## config.mk

```make
export PLATFORM = sky130hd
export DESIGN_NAME = pid_controller_flat
export DESIGN_NICKNAME = d
export VERILOG_FILES = /design/src/rtl/pid_controller_if.sv /design/src/rtl/pid_controller.sv /design/src/flat_wrapper.sv
export SDC_FILE = /design/constraint.sdc
export NUM_CORES = 1
export LEC_CHECK = 0
export ABC_AREA = 1
export CORE_MARGIN = 3
export CORE_UTILIZATION = 68
export DETAILED_ROUTE_END_ITERATION = 8
export GPL_ROUTABILITY_DRIVEN = 0
export GPL_TIMING_DRIVEN = 1
export PLACE_DENSITY = 0.88
export SETUP_SLACK_MARGIN = 0.2
export SYNTH_ARGS = -nofsm -noshare
export SYNTH_HDL_FRONTEND = slang
export SYNTH_SLANG_ARGS = --single-unit
export TNS_END_PERCENT = 10
```

## constraint.sdc

```tcl
create_clock -name clk -period 5.9 [get_ports clk]
set_input_delay 0.885 -clock clk [delete_from_list [all_inputs] [get_ports clk]]
set_output_delay 0.885 -clock clk [all_outputs]
set_load 0.02 [all_outputs]
```

## src/rtl/pid_controller_if.sv

```systemverilog
// Error-sample / control-output bundle of pid_controller.
// master: error-computation side (drives e_in, observes u_out).
// slave:  the PID controller itself (consumes e_in, drives u_out).
interface pid_controller_if;
    logic signed [15:0] e_in;
    logic signed [15:0] u_out;

    modport master (output e_in, input  u_out);
    modport slave  (input  e_in, output u_out);
endinterface

```

## src/rtl/pid_controller.sv

```systemverilog
// Discrete-time PID controller, two-stage datapath, one update per clock.
//   Stage 1: e1 <= e_in, e2 <= e1, acc <= sat(acc + e_in)
//   Stage 2: u_out <= sat16((KP*e1 + KI*acc + KD*(e1-e2)) >>> SHIFT)
// Stage 2 reads the pre-edge stage-1 registers, so a sample reaches
// u_out one edge after it is captured.
// Optional feature: define PID_ANTIWINDUP_EN to clamp the integrator
// to [-INT_LIM, +INT_LIM] on every update.
module pid_controller #(
    parameter logic signed [15:0] KP      = 16'sd2,
    parameter logic signed [15:0] KI      = 16'sd1,
    parameter logic signed [15:0] KD      = 16'sd1,
    parameter int                 SHIFT   = 0,
    parameter int                 ACC_W   = 32,
    parameter int                 INT_LIM = 1000
) (
    input  logic             clk,
    input  logic             reset,
    pid_controller_if.slave  bus
);

    // Sum width: ACC_W+16 for the integral product plus headroom for the
    // three-term sum; never truncates a legal result.
    localparam int SW = ACC_W + 34;

`ifdef PID_ANTIWINDUP_EN
    localparam bit AW_EN = 1'b1;
`else
    localparam bit AW_EN = 1'b0;
`endif

    localparam logic signed [ACC_W:0]   ACC_MAX = {2'b00, {(ACC_W-1){1'b1}}};
    localparam logic signed [ACC_W:0]   ACC_MIN = {2'b11, {(ACC_W-1){1'b0}}};
    localparam logic signed [SW-1:0]    U_MAX   = {{(SW-16){1'b0}}, 16'sh7FFF};
    localparam logic signed [SW-1:0]    U_MIN   = {{(SW-16){1'b1}}, 16'sh8000};
    localparam logic signed [63:0]      LIM_P64 = 64'(INT_LIM);
    localparam logic signed [63:0]      LIM_N64 = -LIM_P64;
    localparam logic signed [ACC_W-1:0] LIM_HI  = LIM_P64[ACC_W-1:0];
    localparam logic signed [ACC_W-1:0] LIM_LO  = LIM_N64[ACC_W-1:0];

    // Clamp the one-bit-wider accumulator sum back into ACC_W signed range.
    function automatic logic signed [ACC_W-1:0] sat_acc(input logic signed [ACC_W:0] v);
        if (v > ACC_MAX) begin
            sat_acc = ACC_MAX[ACC_W-1:0];
        end else if (v < ACC_MIN) begin
            sat_acc = ACC_MIN[ACC_W-1:0];
        end else begin
            sat_acc = v[ACC_W-1:0];
        end
    endfunction

    // Clamp the scaled control sum to the 16-bit output range.
    function automatic logic signed [15:0] sat16(input logic signed [SW-1:0] v);
        if (v > U_MAX) begin
            sat16 = 16'sh7FFF;
        end else if (v < U_MIN) begin
            sat16 = 16'sh8000;
        end else begin
            sat16 = v[15:0];
        end
    endfunction

    logic signed [15:0]      e1_q,  e1_d;
    logic signed [15:0]      e2_q,  e2_d;
    logic signed [ACC_W-1:0] acc_q, acc_d;
    logic signed [15:0]      u_out_q, u_out_d;

    logic signed [ACC_W:0]   acc_sum_s;
    logic signed [ACC_W-1:0] acc_sat_s;
    logic signed [63:0]      acc_w64_s;
    logic signed [16:0]      diff_s;
    logic signed [SW-1:0]    kp_x_s, ki_x_s, kd_x_s;
    logic signed [SW-1:0]    e1_x_s, acc_x_s, diff_x_s;
    logic signed [SW-1:0]    sum_s, sum_sh_s;

    // Next-state computation for both pipeline stages.
    always_comb begin
        // Stage 1: delay line and saturating integrator.
        e1_d      = bus.e_in;
        e2_d      = e1_q;
        acc_sum_s = {acc_q[ACC_W-1], acc_q} + {{(ACC_W-15){bus.e_in[15]}}, bus.e_in};
        acc_sat_s = sat_acc(acc_sum_s);
        acc_w64_s = {{(64-ACC_W){acc_sat_s[ACC_W-1]}}, acc_sat_s};
        acc_d     = acc_sat_s;
        if (AW_EN) begin
            if (acc_w64_s > LIM_P64) begin
                acc_d = LIM_HI;
            end else if (acc_w64_s < LIM_N64) begin
                acc_d = LIM_LO;
            end else begin
                acc_d = acc_sat_s;
            end
        end else begin
            acc_d = acc_sat_s;
        end

        // Stage 2: full-precision PID sum from pre-edge registers.
        diff_s   = {e1_q[15], e1_q} - {e2_q[15], e2_q};
        kp_x_s   = {{(SW-16){KP[15]}}, KP};
        ki_x_s   = {{(SW-16){KI[15]}}, KI};
        kd_x_s   = {{(SW-16){KD[15]}}, KD};
        e1_x_s   = {{(SW-16){e1_q[15]}}, e1_q};
        acc_x_s  = {{(SW-ACC_W){acc_q[ACC_W-1]}}, acc_q};
        diff_x_s = {{(SW-17){diff_s[16]}}, diff_s};
        sum_s    = (kp_x_s * e1_x_s) + (ki_x_s * acc_x_s) + (kd_x_s * diff_x_s);
        sum_sh_s = sum_s >>> SHIFT;
        u_out_d  = sat16(sum_sh_s);
    end

    // Pipeline registers; reset clears all state immediately.
    always_ff @(posedge clk or posedge reset) begin
        if (reset) begin
            e1_q    <= '0;
            e2_q    <= '0;
            acc_q   <= '0;
            u_out_q <= '0;
        end else begin
            e1_q    <= e1_d;
            e2_q    <= e2_d;
            acc_q   <= acc_d;
            u_out_q <= u_out_d;
        end
    end

    assign bus.u_out = u_out_q;

endmodule

```

## src/flat_wrapper.sv

```systemverilog
// flat-port wrapper written by rule: the top's interface ports become plain ports
module pid_controller_flat 
#(
    parameter logic signed [15:0] KP      = 16'sd2,
    parameter logic signed [15:0] KI      = 16'sd1,
    parameter logic signed [15:0] KD      = 16'sd1,
    parameter int                 SHIFT   = 0,
    parameter int                 ACC_W   = 32,
    parameter int                 INT_LIM = 1000
)
  (clk, reset, bus_e_in, bus_u_out);
  pid_controller_if bus_i ();
  input  logic clk;
  input  logic reset;
  input wire logic [$bits(bus_i.e_in)-1:0] bus_e_in;
  output wire logic [$bits(bus_i.u_out)-1:0] bus_u_out;
  assign bus_i.e_in = bus_e_in;
  assign bus_u_out = bus_i.u_out;
  pid_controller #(.KP(KP), .KI(KI), .KD(KD), .SHIFT(SHIFT), .ACC_W(ACC_W), .INT_LIM(INT_LIM)) u_core (.clk(clk), .reset(reset), .bus(bus_i));
endmodule
```

==> summary.txt, run 1 <==
Hold path
  – Worst Hold Launch: u_core.e1_q[15]
  – Hold Path Cell Cnt: 0
  – Hold Path Class: reg2reg

Setup path
  – Arr. time, crit path: between 4000 and 5000 ps
  – CP Class: reg2reg
  – Worst EP required: between 6000 and 7000 ps
  – Reg2reg path depth: 19
  – Endpoint class of the critical path: flop
  – Worst setup path start: u_core.e2_q[15]
  – Worst-path maximum fanout: 16
  – RR Startpoint: u_core.e2_q[15]
  – Startpoint type of the worst setup path: flop

Clock network
  – H-tree lvl count: 3
  – Cts bufs inserted: 9
  – CTS Sinks: 80
  – Post-CTS resize count: 0
  – CTS tree: done
  – Root buffer cell: clkbuf_16
  – Maximum buffer depth of the clock tree: 2
  – Reg clk slew, reported paths: about 70 ps
  – Clk_lat worst skew: about 360 ps
  – Cts hold-fix bufs: 0
  – Post-CTS setup buffer count: 0

Die
  – Row count: 40
  – Placeable Area: roughly 12000 um^2
  – Num ports: 34
  – Die ar.: between 10000 and 15000 um^2
  – Starting density of the core: 0.705
  – Chip width: around 120 um
  – Chip height: approximately 120 um

STA
  – Fin crit period: between 4000 and 5000 ps
  – Max-slew headroom: 0.246
  – Fmax: ~230 MHz
  – Final setup violation count: 0
  – Final-report max-slew violation count: 0
  – Period utilisation layout: 0.750
  – Hold slack final: 423 ps
  – Total Negative Setup Slacks: 0 ps
  – Final Skew: about 14 ps
  – RSZ-0062 raised after global routing: false
  – Final hold vios: 0
  – Least-Margin Pin Slew: between 1000 and 1500 ps

Route
  – Vias: between 7000 and 8000
  – Final wirelength: 20.1 mm
  – TritonRoute pass-1 iters: 7
  – DR DRC count: 0
  – DRT antenna net count: 0
  – 1st-iter DRT viols: 403
  – Wire length per cell: 14.0 um
  – Avg Vias per Cell: between 5 and 6

Layout
  – Final Util: 0.767
  – Area Growth Syn to Fin: 8.74%
  – Nets: 1410
  – Filler Cell Count: 907
  – Antenna cell count: 0
  – Final Cell Area: 9330 um^2
  – Layout cell share with drive strength beyond 1: 0.0640

GRT
  – Pin count of the biggest net entering global routing: 81
  – GR Util met3: 0.0407
  – Total gr overflow: 0
  – Global-route wire length before repair: about 34 mm
  – GRT Total Usage: 0.298
  – Vias in the first global route: 7529
  – GR Util met1: 0.378
  – Initial antenna violation count: 0
  – Met2 GRT Util: 0.514
  – GRT busiest layer: met2

Logic synthesis
  – Synthesis warning total: 0
  – Synth Area per Inst: around 7.0 um^2
  – Distinct cells, synth: 39
  – Share of synthesized registers carrying an async set or reset: 1.00
  – Dominant cell by count in the synthesized netlist: nand2_1
  – Area leader, netlist: dfrtp_1
  – Number of synthesized flops with an enable pin: 0
  – Post-synth top area share: 0.233
  – Synth Cell Area: ~8600 um^2
  – Top cells by count, synth: 385 x nand2_1, 259 x inv_1, 84 x ha_1
  – Sequential fraction of the synthesis area: 0.233
  – Synth Register Bits: 80
  – Syn_nets: ~1400
  – Predominant post-synthesis flop cell: dfrtp_1
  – Synth area leaders: dfrtp_1 23%, nand2_1 17%, ha_1 12%
  – Syn Inst Count: approximately 1200

Run
  – Max-cap viol count: 0

Run status
  – Status: finished clean

Place
  – Hpwl dp: between 15 and 20 mm
  – Port bufs: 33
  – Placement Cell Area: about 9000 um^2
-- critical path: stages, from the launching register on --
cell     delay (ps)
dfrtp_1         940
inv_1           190
fa_1            540
inv_1            50
fa_1            490
inv_1            40
ha_1            380
nand2_2         100
nor2_2          170
inv_2            90
nor2_4          140
nand4_1         170
nand3_1         110
nand2_1          50
nand2_1          80
nand4_1         100
nor2_1          190
nand2_1         100
nand2_2         230
nand2_1         110
-- final cells by class --
class                           count  area, um^2  share of cell area
Clock buffer                       10         239              0.0256
Sequential cell                    80        2000               0.215
Multi-Input combinational cell    865        5470               0.587
Timing Repair Buffer               34         338              0.0362
Tap cell                          168         210              0.0225
Inverter                          271        1020               0.109
Clock inverter                      6        48.8             0.00523
-- cells in the final DEF (no fill, tap or decap), types with 2 or more instances in the layout --
master and count:
a211oi_1 2, a21o_1 5, clkbuf_16 9, inv_2 11
xor2_1 33, inv_6 3, and2_1 6, inv_1 258
nand2_2 24, or2_1 3, nand3_2 3, nand2_1 385
clkinv_2 2, ha_1 84, nand4_1 16, o21ai_0 23
nor2_1 76, clkinv_4 2, nor2_4 5, a21oi_2 4
o21bai_1 3, nor2_2 7, fa_1 47, dfrtp_1 80
xnor2_1 7, a21oi_1 61, and3_1 2, o21a_1 3
nor3_1 10, nand3_1 44, nor3_2 5, clkdlybuf4s50_1 33
-- per-stage QoR --
step	std cells	setup slack (ps)
after floorplan	1225	2010
after global placement	1418	1590
after detailed placement	1418	1400
after CTS	1434	1510
after global routing	1434	975
final	1434	1480
-- sequential cells by signal (all words and copies together), names as in the netlist --
name              cells
u_core.bus.u_out     16
u_core.e1_q          16
u_core.e2_q          16
u_core.acc_q         32
-- layer usage --
metal	wire, um	up-vias
li1	-	3806
met1	8430	3529
met2	9850	245
met3	1170	53
met4	606	0
met5	0	-
-- final timing paths --
path	end	slack [ps]
max	u_core.bus.u_out[13]	1480
max in group asynchronous	u_core.e2_q[15]	4090
max reg2reg	u_core.bus.u_out[13]	1480
min reg2reg	u_core.e2_q[15]	420
min	u_core.e2_q[15]	420
min in group asynchronous	u_core.bus.u_out[15]	1130
-- logic make-up after synthesis --
kind of cell    count (synthesis)  share of synthesized area
simple gates                  589                      0.294
buf+inv                       280                      0.129
fa+ha+maj                     131                      0.232
compound gates                104                     0.0684
flops                          80                      0.233
xor+xnor                       41                     0.0427
Power of run 1 is not shown: default switching activity piles up to over one toggle a cycle in this logic, so the estimate is an artifact.
==> run 2: changes to the inputs <==
--- a/config.mk
+++ b/config.mk
@@ -7,11 +7,11 @@
 export LEC_CHECK = 0
 export ABC_AREA = 1
 export CORE_MARGIN = 3
-export CORE_UTILIZATION = 68
+export CORE_UTILIZATION = 63
 export DETAILED_ROUTE_END_ITERATION = 8
 export GPL_ROUTABILITY_DRIVEN = 0
 export GPL_TIMING_DRIVEN = 1
-export PLACE_DENSITY = 0.88
+export PLACE_DENSITY = 0.82
 export SETUP_SLACK_MARGIN = 0.2
 export SYNTH_ARGS = -nofsm -noshare
 export SYNTH_HDL_FRONTEND = slang
==> constraint.sdc (replaced) <==
create_clock -name clk -period 4.25 [get_ports clk]
set_input_delay 0.6375 -clock clk [delete_from_list [all_inputs] [get_ports clk]]
set_output_delay 0.6375 -clock clk [all_outputs]
set_load 0.02 [all_outputs]
==> run 2 against run 1 <==
Die area up 7.5%. Worst hold slack got worse by 4.0 ps. Cell count is 1.5% higher. Global-route usage fell by 2.5 points. First-iteration DRC count is 7.9% higher. Critical endpoint unchanged. Largest cell class unchanged.
==> summary.txt, run 2 (synthesis gave the netlist of run 1 again) <==
Clock network
  – Maximum buffer depth of the clock tree: 2 (unchanged)
  – Clk_lat worst skew: 350 ps (about the same)
  – CTS tree: done
  – Root buffer cell: clkbuf_16
  – Cts bufs inserted: 9 (unchanged)
  – CTS Sinks: 80 (unchanged)
  – H-tree lvl count: 3 (unchanged)
  – Reg clk slew, reported paths: 70 ps (about the same)
  – Cts hold-fix bufs: 0 (unchanged)

Die
  – Chip height: 123 um (+3.7%)
  – Row count: 42 (+5.0%)
  – Chip width: 123 um (+3.7%)
  – Placeable Area: 13300 um^2 (+9.3%)
  – Die ar.: 15100 um^2 (+7.5%)
  – Starting density of the core: 0.645 (-0.0601)
  – Num ports: 34 (unchanged)

Layout
  – Antenna cell count: 0 (unchanged)
  – Most common cell after layout, fill and taps aside: nand2_1
  – Final Util: 0.712 (-0.0551)
  – Most frequent cells in the layout: 385 x nand2_1, 257 x inv_1, 83 x ha_1
  – Nets: 1424 (+0.99%)
  – Layout cell share with drive strength beyond 1: 0.0758 (+0.0118)
  – Max reg flops: 32 (unchanged)
  – Area Growth Syn to Fin: 10.3%
  – Final Cell Area: 9460 um^2 (+1.5%)
  – Biggest register: u_core.acc_q

Setup path
  – CP bufs+invs: 3 (-1)
  – CP max stage delay: 570 ps (-370 ps)
  – Worst EP required: 4530 ps (-1590 ps)
  – CP max stage cell: fa_1
  – Endpoint class of the critical path: flop
  – Cell mode on critical path: nand2_1
  – Arr. time, crit path: 4100 ps (-550 ps)
  – Startpoint type of the worst setup path: flop
  – CP Class: reg2reg
  – Worst-path maximum fanout: 10 (-6)
  – Crit-path cells: fa_1, inv_1, fa_1, inv_1, ha_1, nand2_2, nor2_2, nand3_1, nand2_2, nand2_1, nand2_1, nand2_1, nand2_1, nand3_1, nor2_1, nand2_1, nor2_1, nand2_1, nand2_4, buf_4, nand2_2, nand2_1
  – CP top delay family: simple AND/OR/NAND/NOR gates

Route
  – Vias: 7559 (-0.97%)
  – Final wirelength: 19.3 mm (-3.8%)
  – Wire length per cell: 13.3 um (-5.3%)
  – TritonRoute pass-1 iters: 5 (-2)
  – 1st-iter DRT viols: 435 (+7.9%)
  – DR DRC count: 0 (unchanged)
  – DRT antenna net count: 0 (unchanged)
  – Avg Vias per Cell: 5.19 (-2.5%)

STA
  – Fmax: 262 MHz (+16%)
  – Fin crit period: 3810 ps (-610 ps)
  – Final Skew: 10.2 ps (-3.35 ps)
  – Period utilisation layout: 0.897 (+0.148)
  – Final hold vios: 0 (unchanged)
  – Final-report max-slew violation count: 0 (unchanged)
  – RSZ-0062 raised after global routing: true
  – Least-Margin Pin Slew: 1020 ps (-104 ps)
  – Max-slew headroom: 0.317 (+0.0709)
  – Final setup violation count: 0 (unchanged)
  – Total Negative Setup Slacks: 0 ps (unchanged)

Hold path
  – Hold Path Class: reg2reg

GRT
  – Met2 GRT Util: 0.460 (-0.0546)
  – Vias in the first global route: 7170 (-4.8%)
  – Pin count of the biggest net entering global routing: 59 (-27%)
  – Global-route wire length before repair: 32.6 mm (-3.9%)
  – GRT Total Usage: 0.273 (-0.0250)
  – GRT busiest layer: met2
  – Total gr overflow: 0 (unchanged)
  – GR Util met1: 0.363 (-0.0155)
  – GR Util met3: 0.0350 (-0.00565)
  – Initial antenna violation count: 0 (unchanged)

Place
  – Port bufs: 33 (unchanged)
  – Placement Cell Area: 9100 um^2 (+0.69%)
  – Hpwl dp: 15.7 mm (-2.3%)

Run
  – Max-cap viol count: 0 (unchanged)

Run status
  – Status: finished clean
-- run 2: final cells by class --
cell class / instances / area [um^2]
clock inverter: 4 / 35.0
clock buffer: 12 / 246
multi-input combinational: 865 / 5480
fill: 1051 / 3830
tap: 176 / 220
sequential: 80 / 2000
timing repair buffer: 48 / 455
inverter: 271 / 1020
-- run 2: worst paths after layout --
| check | cells past startpoint | to | slack, ps | start |
|---|---|---|---|---|
| setup / recovery | 22 | u_core.bus.u_out[13] | 440 | u_core.acc_q[7] |
| setup reg to reg | 22 | u_core.bus.u_out[13] | 440 | u_core.acc_q[7] |
| hold / removal | 0 | u_core.e2_q[1] | 420 | u_core.e1_q[1] |
| hold reg to reg | 0 | u_core.e2_q[1] | 420 | u_core.e1_q[1] |
| max in group asynchronous | 3 | u_core.acc_q[24] | 2640 | reset |
| min in group asynchronous | 2 | u_core.bus.u_out[4] | 810 | reset |
-- run 2: what timing repair did --
item / CTS / global route
setup endpoints to repair: 0 / 15
hold endpoints to repair: 0 / 0
resized for setup: 0 / 5
buffers inserted: 0 / 7
-- run 2: per-layer routing --
metal | routed length (um) | up-vias
li1 | - | 3838
met1 | 8510 | 3444
met2 | 9190 | 238
met3 | 1030 | 39
met4 | 561 | 0
met5 | 0 | -
-- run 2: through the flow --
stage | hold WS [ps] | cells | worst slack (ps)
final | 419 | 1456 | 437
after detailed placement | 361 | 1433 | 425
after CTS | 376 | 1449 | 379
after global routing | 433 | 1456 | 146
after floorplan | 354 | 1225 | 360
after global placement | 356 | 1433 | 576
Power of run 2 is left out for the same reason.
